===== config.mk =====
export PLATFORM = sky130hd
export DESIGN_NAME = operand_stage
export DESIGN_NICKNAME = d
export VERILOG_FILES = /design/src/rtl/operand_stage.sv
export SDC_FILE = /design/constraint.sdc
export NUM_CORES = 1
export LEC_CHECK = 0
export CAP_MARGIN = 40
export CORE_UTILIZATION = 50
export CTS_CLUSTER_DIAMETER = 80
export DETAILED_ROUTE_END_ITERATION = 8
export GPL_ROUTABILITY_DRIVEN = 0
export PLACE_DENSITY_LB_ADDON = 0.08
export SYNTH_ARGS = -nofsm -noshare
export SYNTH_HDL_FRONTEND = slang
export SYNTH_SLANG_ARGS = --single-unit

===== constraint.sdc =====
create_clock -name clk_i -period 3.4 [get_ports clk_i]
set_clock_uncertainty 0.1 [all_clocks]
set_input_delay 0.68 -clock clk_i [delete_from_list [all_inputs] [get_ports clk_i]]
set_output_delay 0.68 -clock clk_i [all_outputs]
set_load 0.005 [all_outputs]

===== src/rtl/operand_stage.sv =====
// operand_stage: decode / operand-fetch stage in front of the 8-bit ALU.
// Decodes a 9-bit instruction and reads two operands from an 8x8 register
// file, bypassing a same-cycle writeback. Operands are registered toward
// the ALU behind a valid/ready handshake. A busy scoreboard (one bit per
// register plus one for the condition bit) stalls issue on RAW hazards.
module operand_stage #(
    parameter int NREGS = 8,
    parameter int DW    = 8
) (
    input  logic          clk_i,
    input  logic          rst_n_i,
    input  logic          instr_valid_i,
    input  logic [8:0]    instr_i,
    output logic          instr_ready_o,
    output logic [3:0]    opcode_o,
    output logic [DW-1:0] rs_o,
    output logic [DW-1:0] rt_o,
    output logic [4:0]    immediate_o,
    output logic [2:0]    rd_o,
    output logic          valid_o,
    input  logic          ready_i,
    input  logic          wb_en_i,
    input  logic [2:0]    wb_addr_i,
    input  logic [DW-1:0] wb_data_i,
    input  logic          cb_en_i,
    input  logic          cb_i,
    output logic          cb_o
);

    localparam logic [3:0] OP_AND  = 4'h0;
    localparam logic [3:0] OP_ADD  = 4'h1;
    localparam logic [3:0] OP_SLL  = 4'h2;
    localparam logic [3:0] OP_SRL  = 4'h3;
    localparam logic [3:0] OP_SUB  = 4'h4;
    localparam logic [3:0] OP_SLT  = 4'h5;
    localparam logic [3:0] OP_ABS  = 4'h6;
    localparam logic [3:0] OP_SEQ  = 4'h7;
    localparam logic [3:0] OP_SET  = 4'h8;
    localparam logic [3:0] OP_ADDC = 4'h9;

    // State
    logic [NREGS-1:0][DW-1:0] regs_q, regs_d;
    logic [NREGS-1:0]         busy_q, busy_d;
    logic                     cb_busy_q, cb_busy_d;
    logic                     cb_q, cb_d;
    logic                     valid_q, valid_d;
    logic [3:0]               opcode_q, opcode_d;
    logic [DW-1:0]            rs_q, rs_d;
    logic [DW-1:0]            rt_q, rt_d;
    logic [4:0]               imm_q, imm_d;
    logic [2:0]               rd_q, rd_d;

    // Decode results
    logic [3:0]    op_s;
    logic [2:0]    rfield_s;
    logic          uses_src_s;
    logic [2:0]    src_a_s;
    logic [2:0]    src_b_s;
    logic          wr_reg_s;
    logic          wr_cb_s;
    logic [2:0]    rd_s;

    // Operand / hazard / handshake
    logic [DW-1:0] opnd_a_s;
    logic [DW-1:0] opnd_b_s;
    logic          hazard_s;
    logic          ready_s;
    logic          accept_s;

    // Decode the instruction into source/destination registers and write kinds.
    always_comb begin
        op_s       = instr_i[8:5];
        rfield_s   = instr_i[4:2];
        uses_src_s = 1'b0;
        src_a_s    = 3'd0;
        src_b_s    = 3'd0;
        wr_reg_s   = 1'b0;
        wr_cb_s    = 1'b0;
        rd_s       = 3'd0;
        case (op_s)
            OP_AND, OP_ADD, OP_SLL, OP_SRL, OP_ABS, OP_ADDC: begin
                uses_src_s = 1'b1;
                src_a_s    = rfield_s;
                src_b_s    = 3'd7;
                wr_reg_s   = 1'b1;
                rd_s       = rfield_s;
            end
            OP_SUB: begin
                uses_src_s = 1'b1;
                src_a_s    = 3'd2;
                src_b_s    = 3'd5;
                wr_reg_s   = 1'b1;
                rd_s       = rfield_s;
            end
            OP_SLT: begin
                uses_src_s = 1'b1;
                src_a_s    = 3'd6;
                src_b_s    = 3'd7;
                wr_cb_s    = 1'b1;
                rd_s       = rfield_s;
            end
            OP_SEQ: begin
                uses_src_s = 1'b1;
                src_a_s    = rfield_s;
                src_b_s    = 3'd7;
                wr_cb_s    = 1'b1;
                rd_s       = rfield_s;
            end
            OP_SET: begin
                wr_reg_s   = 1'b1;
                rd_s       = 3'd0;
            end
            default: begin
                // 1010-1111 pass through as no-ops: no sources, no writes.
                uses_src_s = 1'b0;
            end
        endcase
    end

    // Read operands, substituting the writeback data when it targets the source.
    always_comb begin
        opnd_a_s = '0;
        opnd_b_s = '0;
        if (uses_src_s) begin
            if (wb_en_i && (wb_addr_i == src_a_s)) begin
                opnd_a_s = wb_data_i;
            end else begin
                opnd_a_s = regs_q[src_a_s];
            end
            if (wb_en_i && (wb_addr_i == src_b_s)) begin
                opnd_b_s = wb_data_i;
            end else begin
                opnd_b_s = regs_q[src_b_s];
            end
        end else begin
            opnd_a_s = '0;
            opnd_b_s = '0;
        end
    end

    // Hazard detection; a writeback this cycle releases its register immediately.
    always_comb begin
        hazard_s = 1'b0;
        if (uses_src_s && busy_q[src_a_s] && !(wb_en_i && (wb_addr_i == src_a_s))) begin
            hazard_s = 1'b1;
        end else if (uses_src_s && busy_q[src_b_s] && !(wb_en_i && (wb_addr_i == src_b_s))) begin
            hazard_s = 1'b1;
        end else if (wr_cb_s && cb_busy_q && !cb_en_i) begin
            hazard_s = 1'b1;
        end else begin
            hazard_s = 1'b0;
        end
        ready_s  = (!valid_q || ready_i) && !hazard_s;
        accept_s = instr_valid_i && ready_s;
    end

    assign instr_ready_o = ready_s;

    // Next state of the output pipeline register.
    always_comb begin
        valid_d  = valid_q;
        opcode_d = opcode_q;
        rs_d     = rs_q;
        rt_d     = rt_q;
        imm_d    = imm_q;
        rd_d     = rd_q;
        if (accept_s) begin
            valid_d  = 1'b1;
            opcode_d = op_s;
            rs_d     = opnd_a_s;
            rt_d     = opnd_b_s;
            imm_d    = instr_i[4:0];
            rd_d     = rd_s;
        end else if (ready_i) begin
            valid_d  = 1'b0;
        end else begin
            valid_d  = valid_q;
        end
    end

    // Next state of register file, scoreboard and condition bit; set beats clear.
    always_comb begin
        regs_d    = regs_q;
        busy_d    = busy_q;
        cb_busy_d = cb_busy_q;
        cb_d      = cb_q;
        if (wb_en_i) begin
            regs_d[wb_addr_i] = wb_data_i;
            busy_d[wb_addr_i] = 1'b0;
        end else begin
            regs_d = regs_q;
        end
        if (cb_en_i) begin
            cb_busy_d = 1'b0;
            cb_d      = cb_i;
        end else begin
            cb_d      = cb_q;
        end
        if (accept_s && wr_reg_s) begin
            busy_d[rd_s] = 1'b1;
        end else begin
            busy_d = busy_d;
        end
        if (accept_s && wr_cb_s) begin
            cb_busy_d = 1'b1;
        end else begin
            cb_busy_d = cb_busy_d;
        end
    end

    // State registers with asynchronous clear.
    always_ff @(posedge clk_i or negedge rst_n_i) begin
        if (!rst_n_i) begin
            regs_q    <= '0;
            busy_q    <= '0;
            cb_busy_q <= 1'b0;
            cb_q      <= 1'b0;
            valid_q   <= 1'b0;
            opcode_q  <= 4'd0;
            rs_q      <= '0;
            rt_q      <= '0;
            imm_q     <= 5'd0;
            rd_q      <= 3'd0;
        end else begin
            regs_q    <= regs_d;
            busy_q    <= busy_d;
            cb_busy_q <= cb_busy_d;
            cb_q      <= cb_d;
            valid_q   <= valid_d;
            opcode_q  <= opcode_d;
            rs_q      <= rs_d;
            rt_q      <= rt_d;
            imm_q     <= imm_d;
            rd_q      <= rd_d;
        end
    end

    assign valid_o     = valid_q;
    assign opcode_o    = opcode_q;
    assign rs_o        = rs_q;
    assign rt_o        = rt_q;
    assign immediate_o = imm_q;
    assign rd_o        = rd_q;
    assign cb_o        = cb_q;

endmodule


==> flow_summary.html <==
<table>
<tr><th>Metric</th><th>Value</th></tr>
<tr><th colspan="2">Outcome</th></tr>
<tr><td>Result of the run</td><td>finished, final reports clean</td></tr>
<tr><th colspan="2">Clock network</th></tr>
<tr><td>Number of buffers added by the clock tree synthesis step</td><td>9</td></tr>
<tr><td>Htree depth</td><td>3</td></tr>
<tr><td>Maximum number of buffers from clock root to sink</td><td>2</td></tr>
<tr><td>Clock tree from TritonCTS</td><td>done</td></tr>
<tr><td>Clock root buffer master</td><td>clkbuf_8</td></tr>
<tr><td>Clk Latency, worst-skew pair</td><td>370 ps</td></tr>
<tr><td>Count of buffers added by post-CTS timing repair for setup</td><td>0</td></tr>
<tr><td>Clock slew at reported path FFs</td><td>approximately 100 ps</td></tr>
<tr><td>Clock net sink count</td><td>about 100</td></tr>
<tr><th colspan="2">Flow run</th></tr>
<tr><td>MaxCap Viol Count</td><td>0</td></tr>
<tr><th colspan="2">Yosys</th></tr>
<tr><td>Mapped Area</td><td>about 5200 um2</td></tr>
<tr><td>Gate count of the mapped netlist</td><td>around 420</td></tr>
<tr><td>Number of register bits inferred by synthesis</td><td>between 100 and 150</td></tr>
<tr><td>Part of the Yosys area used for sequential elements</td><td>49.24%</td></tr>
<tr><td>Async set-reset flop share out of synthesis</td><td>100.0%</td></tr>
<tr><td>YS warnings</td><td>0</td></tr>
<tr><td>Average instance area after synthesis</td><td>~13 um2</td></tr>
<tr><td>Top cell type by total area after synthesis</td><td>dfrtp_1</td></tr>
<tr><td>Predominant post-synthesis flop cell</td><td>dfrtp_1</td></tr>
<tr><td>Share of the synthesized area in the top cell type</td><td>between 40% and 50%</td></tr>
<tr><td>Number of distinct standard cells referenced by the synthesized netlist</td><td>54</td></tr>
<tr><td>Post-synthesis net count</td><td>444</td></tr>
<tr><td>Most area-consuming cells after synthesis</td><td>dfrtp_1 49%, mux2_2 21%, mux2_4 2.9%</td></tr>
<tr><td>Post-synth EDFFs</td><td>0</td></tr>
<tr><th colspan="2">Floorplanning</th></tr>
<tr><td>Std cell rows</td><td>36</td></tr>
<tr><td>Floorplan Core Area</td><td>9955 um2</td></tr>
<tr><td>Die height</td><td>104.3 um</td></tr>
<tr><td>Width of the die</td><td>approximately 100 um</td></tr>
<tr><td>Initial cell density of the core</td><td>between 50% and 60%</td></tr>
<tr><td>Ports placed on the boundary</td><td>58</td></tr>
<tr><td>Die area</td><td>10880 um2</td></tr>
<tr><th colspan="2">Global route</th></tr>
<tr><td>First-pass GRT wire length</td><td>between 20 and 25 mm</td></tr>
<tr><td>Total congestion overflow</td><td>0</td></tr>
<tr><td>Number of global-route vias before repair</td><td>3911</td></tr>
<tr><td>Aggregate global-route resource usage</td><td>24.31%</td></tr>
<tr><td>Initial antenna violation count</td><td>0</td></tr>
<tr><td>Pin count of the biggest net entering global routing</td><td>between 70 and 80</td></tr>
<tr><th colspan="2">Timing</th></tr>
<tr><td>Fin crit share</td><td>94.72%</td></tr>
<tr><td>Slew of the pin with the lowest slew margin</td><td>roughly 850 ps</td></tr>
<tr><td>Maximum frequency from static timing analysis</td><td>around 0.31 GHz</td></tr>
<tr><td>Post-route worst setup slack</td><td>179.6 ps</td></tr>
<tr><td>Number of slew-limit violations in the final report</td><td>0</td></tr>
<tr><td>Hold Vio Cnt, Final</td><td>0</td></tr>
<tr><td>Unrepaired setup endpoints after global routing</td><td>no</td></tr>
<tr><td>Relative slew margins</td><td>43.13%</td></tr>
<tr><td>Final critical-path required period</td><td>~3200 ps</td></tr>
<tr><td>Final-report setup violation count</td><td>0</td></tr>
<tr><th colspan="2">Placement</th></tr>
<tr><td>Placed cell count</td><td>628</td></tr>
<tr><td>HPWL after detailed placement</td><td>about 8.5 mm</td></tr>
<tr><td>Buffers on Ports</td><td>57</td></tr>
<tr><td>Pre-CTS WS</td><td>-456.8 ps</td></tr>
<tr><th colspan="2">Hold path</th></tr>
<tr><td>Min-Delay Path Class</td><td>in -&gt; async</td></tr>
<tr><th colspan="2">Critical path</th></tr>
<tr><td>Endpoint class of the critical path</td><td>primary output</td></tr>
<tr><td>Startpoint type of the worst setup path</td><td>input pin</td></tr>
<tr><td>Worst endpoint required time</td><td>~2600 ps</td></tr>
<tr><td>Arr. time, crit path</td><td>between 2000 and 2500 ps</td></tr>
<tr><td>Worst-path fanout max</td><td>6</td></tr>
<tr><td>Kind of critical path</td><td>in -&gt; out</td></tr>
<tr><td>R2r setup slk</td><td>1000 ps</td></tr>
<tr><th colspan="2">Final layout</th></tr>
<tr><td>Area growth from synthesis to layout</td><td>22.23%</td></tr>
<tr><td>Most common cell after layout, fill and taps aside</td><td>dfrtp_1</td></tr>
<tr><td>Total of fill cells in the finished design</td><td>807</td></tr>
<tr><td>Layout Utilization</td><td>64.28%</td></tr>
<tr><td>Fraction of layout cells with a size suffix above 1</td><td>approximately 37%</td></tr>
<tr><td>Commonest cells after routing, fill and taps aside</td><td>103 x dfrtp_1, 98 x mux2_2, 49 x clkdlybuf4s50_1, 49 x buf_4, 20 x nor2_1</td></tr>
<tr><td>Diodes inserted</td><td>0</td></tr>
<tr><td>Number of nets at the end of the flow</td><td>533</td></tr>
<tr><td>Count of placed standard cells in the final layout, fillers left out</td><td>between 600 and 700</td></tr>
<tr><th colspan="2">Drt</th></tr>
<tr><td>Detailed-routing iteration count for the pre-antenna-repair pass</td><td>4</td></tr>
<tr><td>Residual DRC count</td><td>0</td></tr>
<tr><td>Wire per inst</td><td>roughly 19 um</td></tr>
<tr><td>Vias</td><td>3734</td></tr>
<tr><td>Overall routed net length</td><td>12.43 mm</td></tr>
<tr><td>Initial DRC count</td><td>170</td></tr>
<tr><td>Post-route ant nets</td><td>0</td></tr>
<tr><td>Per-cell via count in the routed design</td><td>5.798</td></tr>
<tr><th colspan="2">Pwr</th></tr>
<tr><td>Power per Cell Area</td><td>between 500 and 600 nW/um2</td></tr>
<tr><td>Leak Pwr</td><td>2.805 nW</td></tr>
<tr><td>Worst IR Drop VDD</td><td>between 0.2 and 0.3 mV</td></tr>
</table>
-- report_power, final --
part	total [mW]	switching, mW	internal (mW)
clock	0.718	0.428	0.290
sequential	1.69	0.165	1.53
combinational	1.07	0.383	0.691
-- what timing repair did --
item | 4_1_cts | 5_1_grt
gates cloned | 0 | 0
resized for setup | 12 | 3
pin swaps | 3 | 1
endpoints found under the setup margin | 1 | 1
hold buffers | 0 | 0
-- synth_stat cells (6+ instances only) --
master / instances
a211oi_1: 8
a22oi_1: 8
a31oi_1: 9
a32o_1: 8
buf_1: 8
clkbuf_1: 13
dfrtp_1: 103
inv_1: 12
mux2_2: 98
mux2_4: 10
mux2i_1: 9
mux4_2: 6
nand2_1: 18
nor2_1: 20
nor2b_1: 6
o21ai_0: 16
-- worst paths after layout --
kind / start / endpoint / depth (start not counted)
max: instr_i[7] / instr_ready_o / 8
min: rst_n_i / immediate_o[0]$_DFFE_PN0P_ / 1
max reg2reg: busy_q[6]$_DFF_PN0_ / rt_o[7]$_DFFE_PN0P_ / 7
min reg2reg: busy_q[1]$_DFF_PN0_ / busy_q[1]$_DFF_PN0_ / 1
max in group asynchronous: rst_n_i / opcode_o[1]$_DFFE_PN0P_ / 2
min in group clk_i: busy_q[1]$_DFF_PN0_ / busy_q[1]$_DFF_PN0_ / 1
-- state kept, by name, indices dropped and copies added (netlist names) --
register,count
busy_q,8
cb_busy_q,1
cb_o,1
immediate_o,5
opcode_o,4
rd_o,3
regs_q,64
rs_o,8
rt_o,8
valid_o,1
-- stage by stage --
stage | power (mW) | TNS (ps) | hold slack (ps) | cell area [um2]
floorplan | 2.305 | 0 | 284.4 | 5235
global placement | 2.769 | -8682 | 378.1 | 6225
detailed placement | 2.806 | -9066 | 386.0 | 6225
CTS | 3.521 | 0 | 106.7 | 6407
global route | 3.678 | 0 | 111.0 | 6399
finish | 3.485 | 0 | 99.65 | 6399
-- critical path: stages --
cell	delay [ps]
dlygate4sd2_1	270
nor2b_1	160
buf_4	170
a221oi_4	340
xnor2_1	100
a2111o_1	400
a21oi_2	180
clkbuf_2	130
-- metal layers --
metal	GRT usage [%]	share of wire, %	up-vias
li1	-	-	1715
met1	30.06	44	1916
met2	41.77	50	81
met3	4.825	3.4	22
met4	9.388	2.5	0
met5	0	0	-
-- cells by family (layout without fill, tap and decap cells) --
logic type	after synthesis	in the layout	synth area share (%)
muxes	125	125	29.25
DFF	103	103	49.24
AOI/OAI and AO/OA	74	74	10.83
and+or+nand+nor	71	71	6.644
buffers and inverters	42	136	3.704
xor gates and xnor gates	2	2	0.3347
-- layout make-up --
cell class                 count  area (um2)  area share, %
timing repair buffer         107       952.2          14.88
clock buffer                  12       145.1          2.268
inverter                      13       48.80         0.7626
sequential                   103        2577          40.28
tap                          133       166.4          2.601
clock inverter                 4       31.28         0.4889
multi-input combinational    272        2477          38.72
Power figures use the tool's default switching activity.
